**config.mk**
```make
export PLATFORM = sky130hd
export DESIGN_NAME = pc_sequencer
export DESIGN_NICKNAME = d
export VERILOG_FILES = /design/src/rtl/cpu_pkg.sv /design/src/rtl/pc_target_calc.sv /design/src/rtl/pc_sequencer.sv
export SDC_FILE = /design/constraint.sdc
export NUM_CORES = 1
export LEC_CHECK = 0
export CAP_MARGIN = 20
export CORE_UTILIZATION = 50
export DETAILED_ROUTE_END_ITERATION = 10
export PLACE_DENSITY_LB_ADDON = 0.15
export SYNTH_ARGS = -nofsm -noshare
export SYNTH_HDL_FRONTEND = slang
export SYNTH_SLANG_ARGS = --single-unit
```
**constraint.sdc**
```tcl
create_clock -name clk -period 10.4 [get_ports clk]
set_input_delay 2.08 -clock clk [delete_from_list [all_inputs] [get_ports clk]]
set_output_delay 2.08 -clock clk [all_outputs]
set_load 0.01 [all_outputs]
```
**src/rtl/cpu_pkg.sv**
```systemverilog
// rtl/cpu_pkg.sv - shared PC width, reset vector and run-control state encoding
package cpu_pkg;

  localparam int          PC_W         = 16;
  localparam logic [15:0] RESET_VECTOR = 16'h0000;

  typedef enum logic [1:0] {
    IDLE = 2'd0,
    RUN  = 2'd1,
    HALT = 2'd2
  } state_t;

endpackage

```
**src/rtl/pc_target_calc.sv**
```systemverilog
// rtl/pc_target_calc.sv - sequential, PC-relative branch and page-jump target arithmetic
module pc_target_calc #(
  parameter int PC_W = cpu_pkg::PC_W
) (
  input  logic [PC_W-1:0] pc_i,
  input  logic [7:0]      imm_i,
  output logic [PC_W-1:0] pc1_o,
  output logic [PC_W-1:0] btgt_o,
  output logic [PC_W-1:0] jtgt_o
);

  // Targets are relative to the instruction after the current one, so the
  // branch offset and the jump page both come from pc1, not pc_i.
  always_comb begin
    pc1_o  = pc_i + PC_W'(1);
    btgt_o = pc1_o + {{(PC_W-8){imm_i[7]}}, imm_i};
    jtgt_o = {pc1_o[PC_W-1:8], imm_i};
  end

endmodule

```
**src/rtl/pc_sequencer.sv**
```systemverilog
// rtl/pc_sequencer.sv - next-PC select, run-control FSM, PC mirror and retired-instruction counter
module pc_sequencer
  import cpu_pkg::*;
#(
  parameter int              PC_W         = cpu_pkg::PC_W,
  parameter logic [PC_W-1:0] RESET_VECTOR = PC_W'(cpu_pkg::RESET_VECTOR),
  parameter int              CNT_W        = 16
) (
  input  logic             clk,
  input  logic             rst,
  input  logic             go,
  input  logic             stall,
  input  logic             halt_req,
  input  logic             jump_en,
  input  logic             branch_en,
  input  logic             zero,
  input  logic [7:0]       imm,
  output logic [PC_W-1:0]  pcFill,
  output logic [PC_W-1:0]  pc_q,
  output logic             running,
  output logic             halted,
  output logic [CNT_W-1:0] instret
);

  state_t            state_q, state_d;
  logic              retire;
  logic [PC_W-1:0]   pc1, btgt, jtgt;

  pc_target_calc #(.PC_W(PC_W)) u_target (
    .pc_i   (pc_q),
    .imm_i  (imm),
    .pc1_o  (pc1),
    .btgt_o (btgt),
    .jtgt_o (jtgt)
  );

  // Next-state and next-PC select; pcFill defaults to holding the current PC.
  always_comb begin
    state_d = state_q;
    pcFill  = pc_q;
    retire  = 1'b0;
    if (rst) begin
      state_d = IDLE;
      pcFill  = RESET_VECTOR;
    end else begin
      case (state_q)
        IDLE: begin
          if (go) begin
            state_d = RUN;
            pcFill  = RESET_VECTOR;
          end
        end
        HALT: begin
          if (go) begin
            state_d = RUN;
            pcFill  = pc1;
          end
        end
        RUN: begin
          if (!stall) begin
            retire = 1'b1;
            if (halt_req) begin
              state_d = HALT;
            end else if (jump_en) begin
              pcFill = jtgt;
            end else if (branch_en && zero) begin
              pcFill = btgt;
            end else begin
              pcFill = pc1;
            end
          end
        end
        default: begin
          state_d = IDLE;
          pcFill  = RESET_VECTOR;
        end
      endcase
    end
  end

  // State, PC mirror, registered status decodes and retired-instruction count.
  always_ff @(posedge clk) begin
    if (rst) begin
      state_q <= IDLE;
      pc_q    <= RESET_VECTOR;
      running <= 1'b0;
      halted  <= 1'b0;
      instret <= '0;
    end else begin
      state_q <= state_d;
      pc_q    <= pcFill;
      running <= (state_d == RUN);
      halted  <= (state_d == HALT);
      if (retire) begin
        instret <= instret + CNT_W'(1);
      end
    end
  end

endmodule

```
==> impl_results.md, run 1 <==
* Clk_skew at 0.007138 ns
* First-pass GRT wire length at 14480 um
* Hold path depth at 2
* Post-layout util at 65.31%
* H-tree depth at 2
* Final instance count without filler cells at 552
* Fill cells at 530
* Startpoint Class: primary input
* Routed wire per std cell at 16.82 um
* Setup WS pre-CTS at 2.962 ns
* Worst Hold Class: flip-flop to flip-flop
* Clk slew on worst S/H paths at 0.08 ns
* Leak at 1.440 nW
* Fin worst setup slack at 2.939 ns
* Die Wd at 81.35 um
* Largest family of logic cells by synthesized area: compound AO/OA/AOI/OAI gates
* Number of flops mapped to enable cells by yosys at 0
* Vias at 3438
* Setup bufs post-CTS at 0
* Clock share of power at 34.6%
* Final Cycle Share at 71.74%
* Vias in the first global route at 3020
* Top post-synthesis cells by area: dfxtp_1 23%, ha_1 8.3%, a21oi_1 6.5%, xnor2_1 5.3%, nand2_1 5.2%
* Asr flop ratio synth at 0%
* DRC Markers at 0
* GP Congestion at 0.8964
* Cell type with the highest aggregate area in the netlist: dfxtp_1
* Critical path peak fanout at 15
* Post-Synth Simple-Gate Area at 23.81%
* Drt pass-1 iters at 5
* Fin area at 3913 um^2
* Core Area at 5991 um^2
* Hold Fails Final Rpt at 0
* # resized after CTS at 0
* Crit path DAT at 5.38 ns
* Die Ht at 81.35 um
* Combinational power share at 21.1%
* Flip-flop and latch count after synthesis at 36
* PD cells at 83.23 nW/um^2
* Clock Path Buffers at 2
* Clock root cell: clkbuf_8
* Synthesized-area fraction occupied by xor and xnor cells at 9.459%
* Fraction of synthesized area in multiplexers at 1.033%
* Initial antenna violation count at 0
* CTS tree: done
* Sequential share of power at 44.3%
* Die area at 6617 um^2
* DP HPWL at 6812 um
* Worst IR Drop VDD at 0.06991 mV
* Total Neg Setup Slack at 0 ns
* Hold_buf cts at 0
* Post-synth top area share at 22.89%
* R2R cell count at 13
* Grt total ovfl at 0
* RR Startpoint: pc_q[0]
* Quantity of I/O buffers inserted on ports at 65
* Floorplan row count at 28
* Slew margin rel. at 39.92%
* Placed Instances at 544
* Post-Syn Area at 3148 um^2
* Max-Cap Viols at 0
* Final wirelength at 9287 um
* Worst EP required at 8.32 ns
* Post-synth net total at 462
* CP startpoint: imm[7]
* Peak Freq at 0.1340 GHz
* Crit path cell chain: clkdlybuf4s50_1 > ha_1 > a211oi_1 > nor2_1 > or4_1 > a211oi_1 > o31ai_1 > xnor2_1 > o22ai_1 > clkdlybuf4s50_1
* Syn-to-layout area delta at 24.28%
* Sw Pwr at 0.1037 mW
* Clk Latency, worst-skew pair at 0.30 ns
* RSZ-0062 raised after global routing: false
* Dpl cell area at 3816 um^2
* Antenna cells at 0
* Iteration-0 DRC count of the detailed router at 229
* Initial Utilization at 52.55%
* Hold Path Origin: instret[10]
* Setup Viol. Count Final at 0
* Syn Inst Count at 424
* Worst Tran Pin Value at 0.9012 ns
* Clock sink count at 36
* Ys flop type: dfxtp_1
* Most frequent cells in the layout: 65 x clkdlybuf4s50_1, 44 x nand2_1, 41 x nor2_1, 41 x a21oi_1, 36 x dfxtp_1
* CP peak stage delay at 0.72 ns
* Crit Path Class: primary input to output port
* Clock period minus worst slack at 7.461 ns
* Library cells used by synthesis at 64
* I/O pin count at 66
* Largest net degree at the start of global routing at 30
* Share of cells above drive strength 1 at 4.193%
* Synthesis Warnings at 0
* Synth Area per Inst at 7.425 um^2
* Max-slew violations at 0
* Synth Area in Compound Gates at 29.49%
* ANT nets after route at 0
* P_int at 0.2219 mW
* Vias per inst at 6.228
* Layout Nets at 514
* Worst setup EP type: output port
* Total Routing Usage GR at 28.48%
* Post-Synth Adder-Cell Area at 8.983%
* Seq/Total Area, Yosys at 22.89%
* Sw Ratio at 31.85%
* CP max stage cell: clkdlybuf4s50_1
* Commonest non-fill, non-tap cell in the layout: clkdlybuf4s50_1
* TritonCTS Buffers at 5
* Run status: completed
==> per-stage QoR <==
stage / hold WS, ns / power [mW]
after floorplan: 0.5145 / 0.1905
after global placement: 0.4848 / 0.2130
after detailed placement: 0.4959 / 0.2144
after CTS: 0.5108 / 0.3261
after global routing: 0.5467 / 0.3392
final: 0.5069 / 0.3256
==> state kept, by name, indices dropped and copies added (netlist names) <==
signal,flops
pc_q,16
running,1
halted,1
state_q,2
instret,16
==> final timing paths <==
kind	to	slack (ns)
worst max-delay path	pcFill[15]	2.94
worst min register to register	instret[10]	0.51
worst min-delay path	instret[10]	0.51
worst max register to register	pc_q[15]	6.65
==> kinds of logic (layout without fill, tap and decap cells) <==
group           after synthesis  count (layout)
simple gates                152             152
mux                           3               3
buf+inv                      35              88
fa+ha+maj                    22              22
xor+xnor                     34              34
flops                        36              36
compound gates              142             142
==> worst max-delay path: cells and delay by family <==
kind            cells  cell delay (ns)
compound gates      4             0.77
xor+xnor            1             0.19
fa+ha+maj           1             0.56
buf+inv             2             1.29
simple gates        2             0.47
==> power by group through the flow <==
| stage | Clock [mW] | Combinational, mW | Sequential (mW) |
|---|---|---|---|
| floorplan | 0 | 0.0445 | 0.146 |
| global placement | 0 | 0.0657 | 0.147 |
| finish | 0.113 | 0.0687 | 0.144 |
| detailed placement | 0 | 0.0671 | 0.147 |
| global route | 0.119 | 0.0752 | 0.145 |
| CTS | 0.114 | 0.0677 | 0.144 |
==> cell usage after synthesis (8+ instances only) <==
library cell	instances
nand2_1	44
a21oi_1	41
nor2_1	41
dfxtp_1	36
ha_1	21
xnor2_1	19
o22ai_1	18
nand3_1	16
clkbuf_1	15
o21ai_0	15
xor2_1	15
inv_1	12
o21ai_1	10
a211oi_1	8
nand4_1	8
==> cell type report <==
type | instances | area (um^2) | area share (%)
clock buffers | 6 | 82.58 | 2.111
clock inverters | 2 | 13.76 | 0.3518
inverters | 14 | 52.55 | 1.343
multi-input cells | 353 | 2291 | 58.55
flip-flops and latches | 36 | 720.7 | 18.42
well taps | 75 | 93.84 | 2.398
repair buffers | 66 | 658.1 | 16.82
==> per-layer routing <==
metal / track usage (%) / up-vias / part of all wire, %
met5: 0 / - / 0
met1: 38.44 / 1625 / 46
met4: 7.321 / 0 / 1.1
met2: 46.83 / 123 / 47
met3: 4.382 / 10 / 5.9
li1: - / 1680 / -
Power figures use the tool's default switching activity.
==> inputs of run 2 (changes only) <==
==> constraint.sdc (replaced) <==
create_clock -name clk -period 7.5 [get_ports clk]
set_input_delay 1.5 -clock clk [delete_from_list [all_inputs] [get_ports clk]]
set_output_delay 1.5 -clock clk [all_outputs]
set_load 0.01 [all_outputs]
==> run 2 against run 1 <==
  * Clock skew up 0.0021 ns
  * Clock-buffer cell count unchanged
  * Global-route usage is 1.0 points lower
  * Via count up 1.2%
  * Final cell count unchanged
  * Highest routed layer unchanged
  * Utilization decreased by 0.19 points
  * Die area unchanged
  * Worst setup slack worse by 1.8 ns
==> impl_results.md, run 2 (same netlist as run 1, synthesis figures left out) <==
* Peak Freq at 0.1573 GHz
* PD cells at 109.8 nW/um^2
* Total power at 0.4283 mW
* WL met3 at 700 um
* H-tree depth at 2
* Worst Tran Pin Value at 0.9585 ns
* Layout Nets at 515
* Slew margin rel. at 36.10%
* Setup bufs post-CTS at 0
* Floorplan row count at 28
* Antenna cells at 0
* Vias at 3478
* Worst IR Drop VDD at 0.09775 mV
* Drt pass-1 iters at 5
* Die area at 6617 um^2
* ANT nets after route at 0
* Die Ht at 81.35 um
* Die Wd at 81.35 um
* CTS tree: done
* Startpoint Class: primary input
* FF/Latch Area at 720.7 um^2
* Vias in the first global route at 3047
* Quantity of I/O buffers inserted on ports at 65
* Fill cells at 514
* Dpl cell area at 3824 um^2
* Hold_buf cts at 0
* Largest net degree at the start of global routing at 30
* Total Routing Usage GR at 27.47%
* Crit path DAT at 4.86 ns
* Worst EP required at 6.00 ns
* Biggest regs: instret x16, pc_q x16, state_q x2
* Worst Hold End: instret[10]
* # resized after CTS at 0
* Hold Fails Final Rpt at 0
* Commonest non-fill, non-tap cell in the layout: clkdlybuf4s50_1
* DRC Markers at 0
* Setup Viol. Count Final at 0
* Clock root cell: clkbuf_8
* Routed wire per std cell at 16.55 um
* Worst r2r dst: pc_q[15]
* Clk Latency, worst-skew pair at 0.29 ns
* Max-slew violations at 0
* Final wirelength at 9133 um
* Reg2reg setup slack at 3.74 ns
* Share of cells above drive strength 1 at 3.983%
* Max layer used: met4
* Area of the multi-input gates at 2291 um^2
* I/O pin count at 66
* Final instance count without filler cells at 552
* WL met1 at 4013 um
* Placed Instances at 545
* Core Area at 5991 um^2
* Final Cycle Share at 84.74%
* Initial antenna violation count at 0
* Hold path depth at 2
* First-pass GRT wire length at 14020 um
* Vias per inst at 6.301
* Clk slew on worst S/H paths at 0.07 ns
* GP Congestion at 0.8959
* Max-Cap Viols at 0
* Leak at 1.434 nW
* Total Neg Setup Slack at 0 ns
* Clock period minus worst slack at 6.355 ns
* TritonCTS Buffers at 5
* Run status: completed
* Grt total ovfl at 0
* Met2 wire length at 4287 um
* Clock sink count at 36
* R2R cell count at 13
* Clk_skew at 0.009246 ns
* Iteration-0 DRC count of the detailed router at 246
* Fin area at 3901 um^2
* Most frequent cells in the layout: 65 x clkdlybuf4s50_1, 44 x nand2_1, 41 x nor2_1, 41 x a21oi_1, 36 x dfxtp_1
* Clock Path Buffers at 2
* Worst setup EP type: output port
* Worst Hold Class: flip-flop to flip-flop
* Syn-to-layout area delta at 23.93%
* Critical path peak fanout at 15
* Crit Path Class: primary input to output port
* Initial Utilization at 52.55%
* DP HPWL at 6762 um
* RSZ-0062 raised after global routing: false
* RR Startpoint: pc_q[0]
* Hold Path Origin: instret[10]
-- run 2: cell types whose count changed in the layout (fill, tap and decap cells not counted), sizes merged --
cell and delta:
buf +1, inv -1
-- run 2: area by class of cell --
cell class | count | share of cell area, %
Clock buffer | 6 | 1.860
Clock inverter | 1 | 0.1283
Inverter | 14 | 1.347
Multi-Input combinational cell | 353 | 58.72
Sequential cell | 36 | 18.47
Tap cell | 75 | 2.405
Timing Repair Buffer | 67 | 17.06
-- run 2: metrics by stage --
step | util [%] | hold WS (ns) | setup WS, ns
after floorplan | - | 0.5145 | 2.450
after global placement | 63.83 | 0.4847 | 1.315
after detailed placement | 63.83 | 0.4959 | 1.194
after CTS | 65.12 | 0.5067 | 1.188
after global routing | 65.12 | 0.5438 | 0.9869
final | 65.12 | 0.5092 | 1.145
-- run 2: how the worst max path moves through the flow --
stage | start | cells after the start | endpoint | slack (ns)
floorplan | imm[0] | 10 | pcFill[12] | 2.45
global placement | imm[7] | 10 | pcFill[15] | 1.31
detailed placement | imm[7] | 10 | pcFill[15] | 1.19
CTS | imm[7] | 10 | pcFill[15] | 1.19
global route | imm[7] | 10 | pcFill[15] | 0.99
finish | imm[7] | 10 | pcFill[15] | 1.14
-- run 2: per-layer routing --
metal	vias up	track usage (%)
met5	-	0
met4	0	8.393
met3	18	3.708
met2	175	46.83
met1	1600	35.56
li1	1685	-
-- run 2: power breakdown --
group	switching (mW)	leakage, nW	total [mW]	internal, mW
clock network	0.0693	0.0410	0.133	0.0632
registers	0.00614	0.291	0.200	0.194
logic	0.0566	1.10	0.0956	0.0390
-- run 2: worst max-delay path, cell delays in order --
cell,delay (ns)
clkdlybuf4s50_1,0.88
ha_1,0.44
a211oi_1,0.32
nor2_1,0.08
or4_1,0.40
a211oi_1,0.22
o31ai_1,0.11
xnor2_1,0.19
o22ai_1,0.14
clkdlybuf4s50_1,0.57
